### config.mk
export PLATFORM = sky130hd
export DESIGN_NAME = multicycle_control_fsm
export DESIGN_NICKNAME = d
export VERILOG_FILES = /design/src/rtl/multicycle_control_fsm.sv
export SDC_FILE = /design/constraint.sdc
export NUM_CORES = 1
export LEC_CHECK = 0
export BUFFER_PORTS_ARGS = -buffer_cell sky130_fd_sc_hd__buf_2
export CAP_MARGIN = 20
export CORE_ASPECT_RATIO = 1.75
export CORE_MARGIN = 2
export CORE_UTILIZATION = 46
export DETAILED_ROUTE_END_ITERATION = 16
export PLACE_DENSITY = 0.76
export SETUP_SLACK_MARGIN = 0.1
export SLEW_MARGIN = 20
export SYNTH_ARGS = -nofsm -noshare
export SYNTH_HDL_FRONTEND = slang
export SYNTH_SLANG_ARGS = --single-unit
### constraint.sdc
create_clock -name clk -period 2.6 [get_ports clk]
set_input_delay 0.52 -clock clk [delete_from_list [all_inputs] [get_ports clk]]
set_output_delay 0.52 -clock clk [all_outputs]
set_load 0.03 [all_outputs]
### src/rtl/multicycle_control_fsm.sv
// multicycle_control_fsm: sequencing controller for the multicycle MIPS datapath
module multicycle_control_fsm #(
    parameter int CNT_W = 32
) (
    input  logic             clk,
    input  logic             reset,
    input  logic [5:0]       opcode,
    input  logic             mem_ready,
    output logic             PCWrite,
    output logic             Branch,
    output logic             IorD,
    output logic             MemRead,
    output logic             MemWrite,
    output logic             IRWrite,
    output logic             MemtoReg,
    output logic             RegDst,
    output logic             RegWrite,
    output logic             ALUSrcA,
    output logic [1:0]       ALUSrcB,
    output logic [1:0]       ALUOp,
    output logic [1:0]       PCSource,
    output logic [3:0]       state,
    output logic             illegal_op,
    output logic [CNT_W-1:0] instr_count
);
    typedef enum logic [3:0] {
        FETCH  = 4'd0,
        DECODE = 4'd1,
        MEMADR = 4'd2,
        MEMRD  = 4'd3,
        MEMWB  = 4'd4,
        MEMWR  = 4'd5,
        EXEC   = 4'd6,
        ALUWB  = 4'd7,
        BRANCH = 4'd8,
        JUMP   = 4'd9,
        ADDIEX = 4'd10,
        ADDIWB = 4'd11
    } state_t;
    localparam logic [5:0] OP_R    = 6'b000000;
    localparam logic [5:0] OP_LW   = 6'b100011;
    localparam logic [5:0] OP_SW   = 6'b101011;
    localparam logic [5:0] OP_BEQ  = 6'b000100;
    localparam logic [5:0] OP_J    = 6'b000010;
    localparam logic [5:0] OP_ADDI = 6'b001000;
    state_t state_q, state_d;
    logic [CNT_W-1:0] cnt_q, cnt_d;
    always_ff @(posedge clk) begin
        if (reset) begin
            state_q <= FETCH;
            cnt_q   <= '0;
        end else begin
            state_q <= state_d;
            cnt_q   <= cnt_d;
        end
    end
    always_comb begin
        PCWrite    = 1'b0;
        Branch     = 1'b0;
        IorD       = 1'b0;
        MemRead    = 1'b0;
        MemWrite   = 1'b0;
        IRWrite    = 1'b0;
        MemtoReg   = 1'b0;
        RegDst     = 1'b0;
        RegWrite   = 1'b0;
        ALUSrcA    = 1'b0;
        ALUSrcB    = 2'b00;
        ALUOp      = 2'b00;
        PCSource   = 2'b00;
        illegal_op = 1'b0;
        state_d    = FETCH;
        cnt_d      = cnt_q + CNT_W'(state_q == FETCH && mem_ready);
        case (state_q)
            FETCH: begin
                MemRead = 1'b1;
                ALUSrcB = 2'b01;
                IRWrite = mem_ready;
                PCWrite = mem_ready;
                state_d = mem_ready ? DECODE : FETCH;
            end
            DECODE: begin
                ALUSrcB = 2'b11;
                case (opcode)
                    OP_LW, OP_SW: state_d = MEMADR;
                    OP_R:         state_d = EXEC;
                    OP_BEQ:       state_d = BRANCH;
                    OP_J:         state_d = JUMP;
                    OP_ADDI:      state_d = ADDIEX;
                    default:      illegal_op = 1'b1;
                endcase
            end
            MEMADR: begin
                ALUSrcA = 1'b1;
                ALUSrcB = 2'b10;
                state_d = (opcode == OP_SW) ? MEMWR : MEMRD;
            end
            MEMRD: begin
                MemRead = 1'b1;
                IorD    = 1'b1;
                state_d = mem_ready ? MEMWB : MEMRD;
            end
            MEMWB: begin
                MemtoReg = 1'b1;
                RegWrite = 1'b1;
            end
            MEMWR: begin
                MemWrite = 1'b1;
                IorD     = 1'b1;
                state_d  = mem_ready ? FETCH : MEMWR;
            end
            EXEC: begin
                ALUSrcA = 1'b1;
                ALUOp   = 2'b10;
                state_d = ALUWB;
            end
            ALUWB: begin
                RegDst   = 1'b1;
                RegWrite = 1'b1;
            end
            BRANCH: begin
                ALUSrcA  = 1'b1;
                ALUOp    = 2'b01;
                Branch   = 1'b1;
                PCSource = 2'b01;
            end
            JUMP: begin
                PCWrite  = 1'b1;
                PCSource = 2'b10;
            end
            ADDIEX: begin
                ALUSrcA = 1'b1;
                ALUSrcB = 2'b10;
                state_d = ADDIWB;
            end
            ADDIWB: RegWrite = 1'b1;
            default: ;
        endcase
    end
    assign state       = state_q;
    assign instr_count = cnt_q;
endmodule

==> run_summary.xml <==
<?xml version="1.0" encoding="UTF-8"?>
<metrics>
  <group name="status">
    <metric name="status" unit="">finished clean</metric>
  </group>
  <group name="critical_path">
    <metric name="timing.setup.critical_path_class" unit="">reg -&gt; reg</metric>
    <metric name="endpoint_kind" unit="">register</metric>
    <metric name="regToRegStartpoint" unit="">state[1]</metric>
    <metric name="timing.reg2reg.setup_slack" unit="ns">0.30</metric>
    <metric name="setup.worst_path.start_class" unit="">register</metric>
    <metric name="worst_ep_arrival_time" unit="ns">2.52</metric>
    <metric name="reg2reg_to" unit="">instr_count[26]</metric>
    <metric name="worstRegToRegCells" unit="">8</metric>
    <metric name="cp_data_required_time" unit="ns">2.82</metric>
    <metric name="worstPathMaxFanout" unit="">12</metric>
  </group>
  <group name="hold_path">
    <metric name="min_to" unit="">instr_count[31]</metric>
    <metric name="hold_path.startpoint" unit="">instr_count[31]</metric>
    <metric name="hold_path_depth" unit="">2</metric>
    <metric name="hold_class" unit="">reg -&gt; reg</metric>
  </group>
  <group name="sta">
    <metric name="unrepaired_setup_endpoints_after_global_routing" unit="">false</metric>
    <metric name="period_needed" unit="ns">2.298</metric>
    <metric name="max-slew-margin-rel" unit="%">67.24</metric>
    <metric name="worst_clock_skew" unit="ns">0.004590</metric>
    <metric name="tightestPinTransition" unit="ns">0.4915</metric>
    <metric name="final.setup.tns" unit="ns">0</metric>
    <metric name="final_hold_viols" unit="">0</metric>
    <metric name="timing.final.crit_share" unit="%">88.39</metric>
    <metric name="final_max_slew_viol_count" unit="">0</metric>
    <metric name="timing.fmax" unit="MHz">435.1</metric>
    <metric name="setup_viol_count_final" unit="">0</metric>
    <metric name="final_layout_worst_hold_slack" unit="ns">0.4802</metric>
  </group>
  <group name="route">
    <metric name="drc" unit="">0</metric>
    <metric name="ant_nets" unit="">0</metric>
    <metric name="drtPass1Iterations" unit="">4</metric>
    <metric name="detail_route.wl_per_cell" unit="um">13.77</metric>
    <metric name="detailedRoute.firstIterationViolations" unit="">48</metric>
    <metric name="routed_wirelength" unit="mm">4.944</metric>
    <metric name="viasPerCell" unit="">5.797</metric>
    <metric name="detailroute.via_count" unit="">2081</metric>
  </group>
  <group name="cts">
    <metric name="ctsRootBufferMaster" unit="">sky130_fd_sc_hd__clkbuf_8</metric>
    <metric name="cts.hold.buffers_added" unit="">0</metric>
    <metric name="tritoncts" unit="">built</metric>
    <metric name="cts_setup_buffers" unit="">0</metric>
    <metric name="cts_max_level" unit="">2</metric>
    <metric name="clk_path_buf_depth" unit="">2</metric>
    <metric name="clk_transition_reported_paths" unit="ns">0.07</metric>
    <metric name="worst_skew_pair.late_latency" unit="ns">0.29</metric>
    <metric name="cts_num_sinks" unit="">36</metric>
    <metric name="ctsResizeCount" unit="">0</metric>
    <metric name="cts_made_buffers" unit="">5</metric>
  </group>
  <group name="placement">
    <metric name="numPortBuffers" unit="">61</metric>
    <metric name="finalWeightedCongestion" unit="">0.7749</metric>
    <metric name="place.detailed.instances" unit="">351</metric>
    <metric name="dpl.hpwl" unit="mm">3.642</metric>
  </group>
  <group name="floorplan">
    <metric name="rows" unit="">31</metric>
    <metric name="chip_height" unit="um">90.83</metric>
    <metric name="initial_util" unit="%">47.75</metric>
    <metric name="floorplan.die_area" unit="mm^2">0.004870</metric>
    <metric name="chip_width" unit="um">53.62</metric>
    <metric name="top_level_ports" unit="">62</metric>
    <metric name="core_area" unit="mm^2">0.004150</metric>
  </group>
  <group name="global_routing">
    <metric name="antenna_found_initial" unit="">0</metric>
    <metric name="first_global_vias" unit="">1824</metric>
    <metric name="grt_max_degree" unit="">30</metric>
    <metric name="gr-total-overflow" unit="">0</metric>
    <metric name="grt_first_pass_wirelength" unit="mm">8.162</metric>
    <metric name="grt.total_usage" unit="%">21.83</metric>
  </group>
  <group name="cells_and_area">
    <metric name="final_layout_size_suffix_gt1_share" unit="%">28.71</metric>
    <metric name="number_of_filler_cells_placed_in_the_layout" unit="">404</metric>
    <metric name="areaGrowthSynthToFinish" unit="%">25.32</metric>
    <metric name="antennaDiodeCount" unit="">0</metric>
    <metric name="nets" unit="">320</metric>
    <metric name="final-instance-count-excl-fill" unit="">359</metric>
    <metric name="final_core_utilization" unit="%">59.84</metric>
  </group>
  <group name="pwr">
    <metric name="max_vdd_drop" unit="mV">0.3974</metric>
    <metric name="power_density" unit="mW/mm^2">428.6</metric>
    <metric name="power.leakage" unit="uW">0.0009798</metric>
    <metric name="report.power.total" unit="uW">1065</metric>
  </group>
  <group name="synth">
    <metric name="post_synth_top_area_share" unit="%">36.36</metric>
    <metric name="synthesis_warnings" unit="">0</metric>
    <metric name="ys_types" unit="">41</metric>
    <metric name="synth.net_count" unit="">263</metric>
    <metric name="synth_seq_cells" unit="">36</metric>
    <metric name="yosys.area.top_type" unit="">sky130_fd_sc_hd__dfxtp_1</metric>
    <metric name="synthesis.instances" unit="">252</metric>
    <metric name="yosysSeqAreaShare" unit="%">36.36</metric>
    <metric name="synth.avg_cell_area" unit="um^2">7.865</metric>
    <metric name="netlist_area" unit="mm^2">0.001982</metric>
    <metric name="synth_area_leaders" unit="">sky130_fd_sc_hd__dfxtp_1 (36%), sky130_fd_sc_hd__a21oi_1 (5.3%), sky130_fd_sc_hd__nor2_1 (4.9%), sky130_fd_sc_hd__or4_1 (4.5%), sky130_fd_sc_hd__xnor2_1 (4.4%)</metric>
  </group>
  <group name="job">
    <metric name="cap_viol_max_count" unit="">0</metric>
  </group>
</metrics>
-- cell usage after synthesis --
library cell and number:
sky130_fd_sc_hd__a211o_1 1, sky130_fd_sc_hd__a211oi_1 4, sky130_fd_sc_hd__a21o_1 2, sky130_fd_sc_hd__a21oi_1 21
sky130_fd_sc_hd__a31o_2 1, sky130_fd_sc_hd__a32oi_1 1, sky130_fd_sc_hd__and2_1 3, sky130_fd_sc_hd__and3_1 2
sky130_fd_sc_hd__and4_1 3, sky130_fd_sc_hd__buf_1 2, sky130_fd_sc_hd__buf_2 1, sky130_fd_sc_hd__buf_4 2
sky130_fd_sc_hd__clkbuf_1 14, sky130_fd_sc_hd__dfxtp_1 36, sky130_fd_sc_hd__ha_1 2, sky130_fd_sc_hd__inv_1 6
sky130_fd_sc_hd__mux2_1 1, sky130_fd_sc_hd__mux2_2 1, sky130_fd_sc_hd__nand2_1 15, sky130_fd_sc_hd__nand2b_1 5
sky130_fd_sc_hd__nand3_1 11, sky130_fd_sc_hd__nand3b_1 1, sky130_fd_sc_hd__nand4_1 13, sky130_fd_sc_hd__nor2_1 26
sky130_fd_sc_hd__nor2b_1 4, sky130_fd_sc_hd__nor3_1 8, sky130_fd_sc_hd__nor3b_1 1, sky130_fd_sc_hd__nor4_1 9
sky130_fd_sc_hd__nor4b_1 1, sky130_fd_sc_hd__o211ai_1 2, sky130_fd_sc_hd__o21ai_0 6, sky130_fd_sc_hd__o21ba_2 1
sky130_fd_sc_hd__o21bai_1 1, sky130_fd_sc_hd__o22ai_1 1, sky130_fd_sc_hd__o31a_1 1, sky130_fd_sc_hd__o31ai_1 11
sky130_fd_sc_hd__or2_2 3, sky130_fd_sc_hd__or3_1 3, sky130_fd_sc_hd__or4_1 12, sky130_fd_sc_hd__xnor2_1 10
sky130_fd_sc_hd__xor2_1 4
-- cells by family after synthesis --
logic type | count (synthesis) | synth area share, %
xor+xnor | 14 | 6.186
mux | 2 | 1.136
buf+inv | 25 | 5.176
compound gates | 53 | 16.98
fa+ha+maj | 2 | 1.262
flops | 36 | 36.36
simple gates | 120 | 32.89
-- metrics by stage --
step                      area, um^2  setup slack, ns
after floorplan                 2062         -0.05142
after global placement          2387           0.3400
after detailed placement        2387           0.2899
after CTS                       2477           0.2466
after global routing            2484           0.1723
final                           2484           0.3018
-- worst max-delay path by stage --
stage | to | from | slack [ns]
global route | instr_count[12] | state[1] | 0.17
global placement | instr_count[16] | state[1] | 0.34
finish | instr_count[26] | state[1] | 0.30
floorplan | instr_count[12] | state[1] | -0.05
detailed placement | instr_count[16] | state[1] | 0.29
CTS | instr_count[16] | state[1] | 0.25
-- critical path: stages (launching register included) --
cell and delay [ns]:
sky130_fd_sc_hd__dfxtp_4 0.38, sky130_fd_sc_hd__or2_4 0.26, sky130_fd_sc_hd__nor4b_4 0.29, sky130_fd_sc_hd__ha_2 0.26
sky130_fd_sc_hd__ha_4 0.17, sky130_fd_sc_hd__and2_1 0.18, sky130_fd_sc_hd__nand4_1 0.12, sky130_fd_sc_hd__or4_1 0.41
sky130_fd_sc_hd__a21oi_1 0.15
-- cell type report --
cell class	instances	area, um^2	area share (%)
Sequential cell	36	724.4	29.17
Tap cell	49	61.31	2.469
Clock buffer	8	90.09	3.627
Multi-Input combinational cell	191	1220	49.12
Timing Repair Buffer	69	365.4	14.71
Inverter	6	22.52	0.9068
-- registers in the layout, summed over array words and instances (netlist names) --
name         count
instr_count     32
state            4
-- cell usage in the layout, fill, tap and decap left out, types with 7 or more instances in the layout --
cell type,instances
sky130_fd_sc_hd__nand4_1,13
sky130_fd_sc_hd__nor2_1,26
sky130_fd_sc_hd__xnor2_1,10
sky130_fd_sc_hd__a21oi_1,21
sky130_fd_sc_hd__o31ai_1,11
sky130_fd_sc_hd__nand2_1,14
sky130_fd_sc_hd__or4_1,12
sky130_fd_sc_hd__nor3_1,8
sky130_fd_sc_hd__buf_2,61
sky130_fd_sc_hd__dfxtp_1,35
sky130_fd_sc_hd__nand3_1,10
sky130_fd_sc_hd__buf_4,8
sky130_fd_sc_hd__nor4_1,7
-- routing by layer --
metal	routed length [um]	track usage, %	vias to the layer above	share of wire, %
met4	73	8.120	0	1.5
li1	-	-	1043	-
met3	292	4.636	6	5.9
met2	2692	38.07	59	54
met1	1886	24.69	973	38
met5	0	0	-	0
-- power breakdown --
group          switching (uW)  total [uW]  internal, uW
clock network             188         404           216
registers                4.66         560           555
logic                    65.8         101          35.3
No activity file was read; power rests on OpenSTA's default activity.
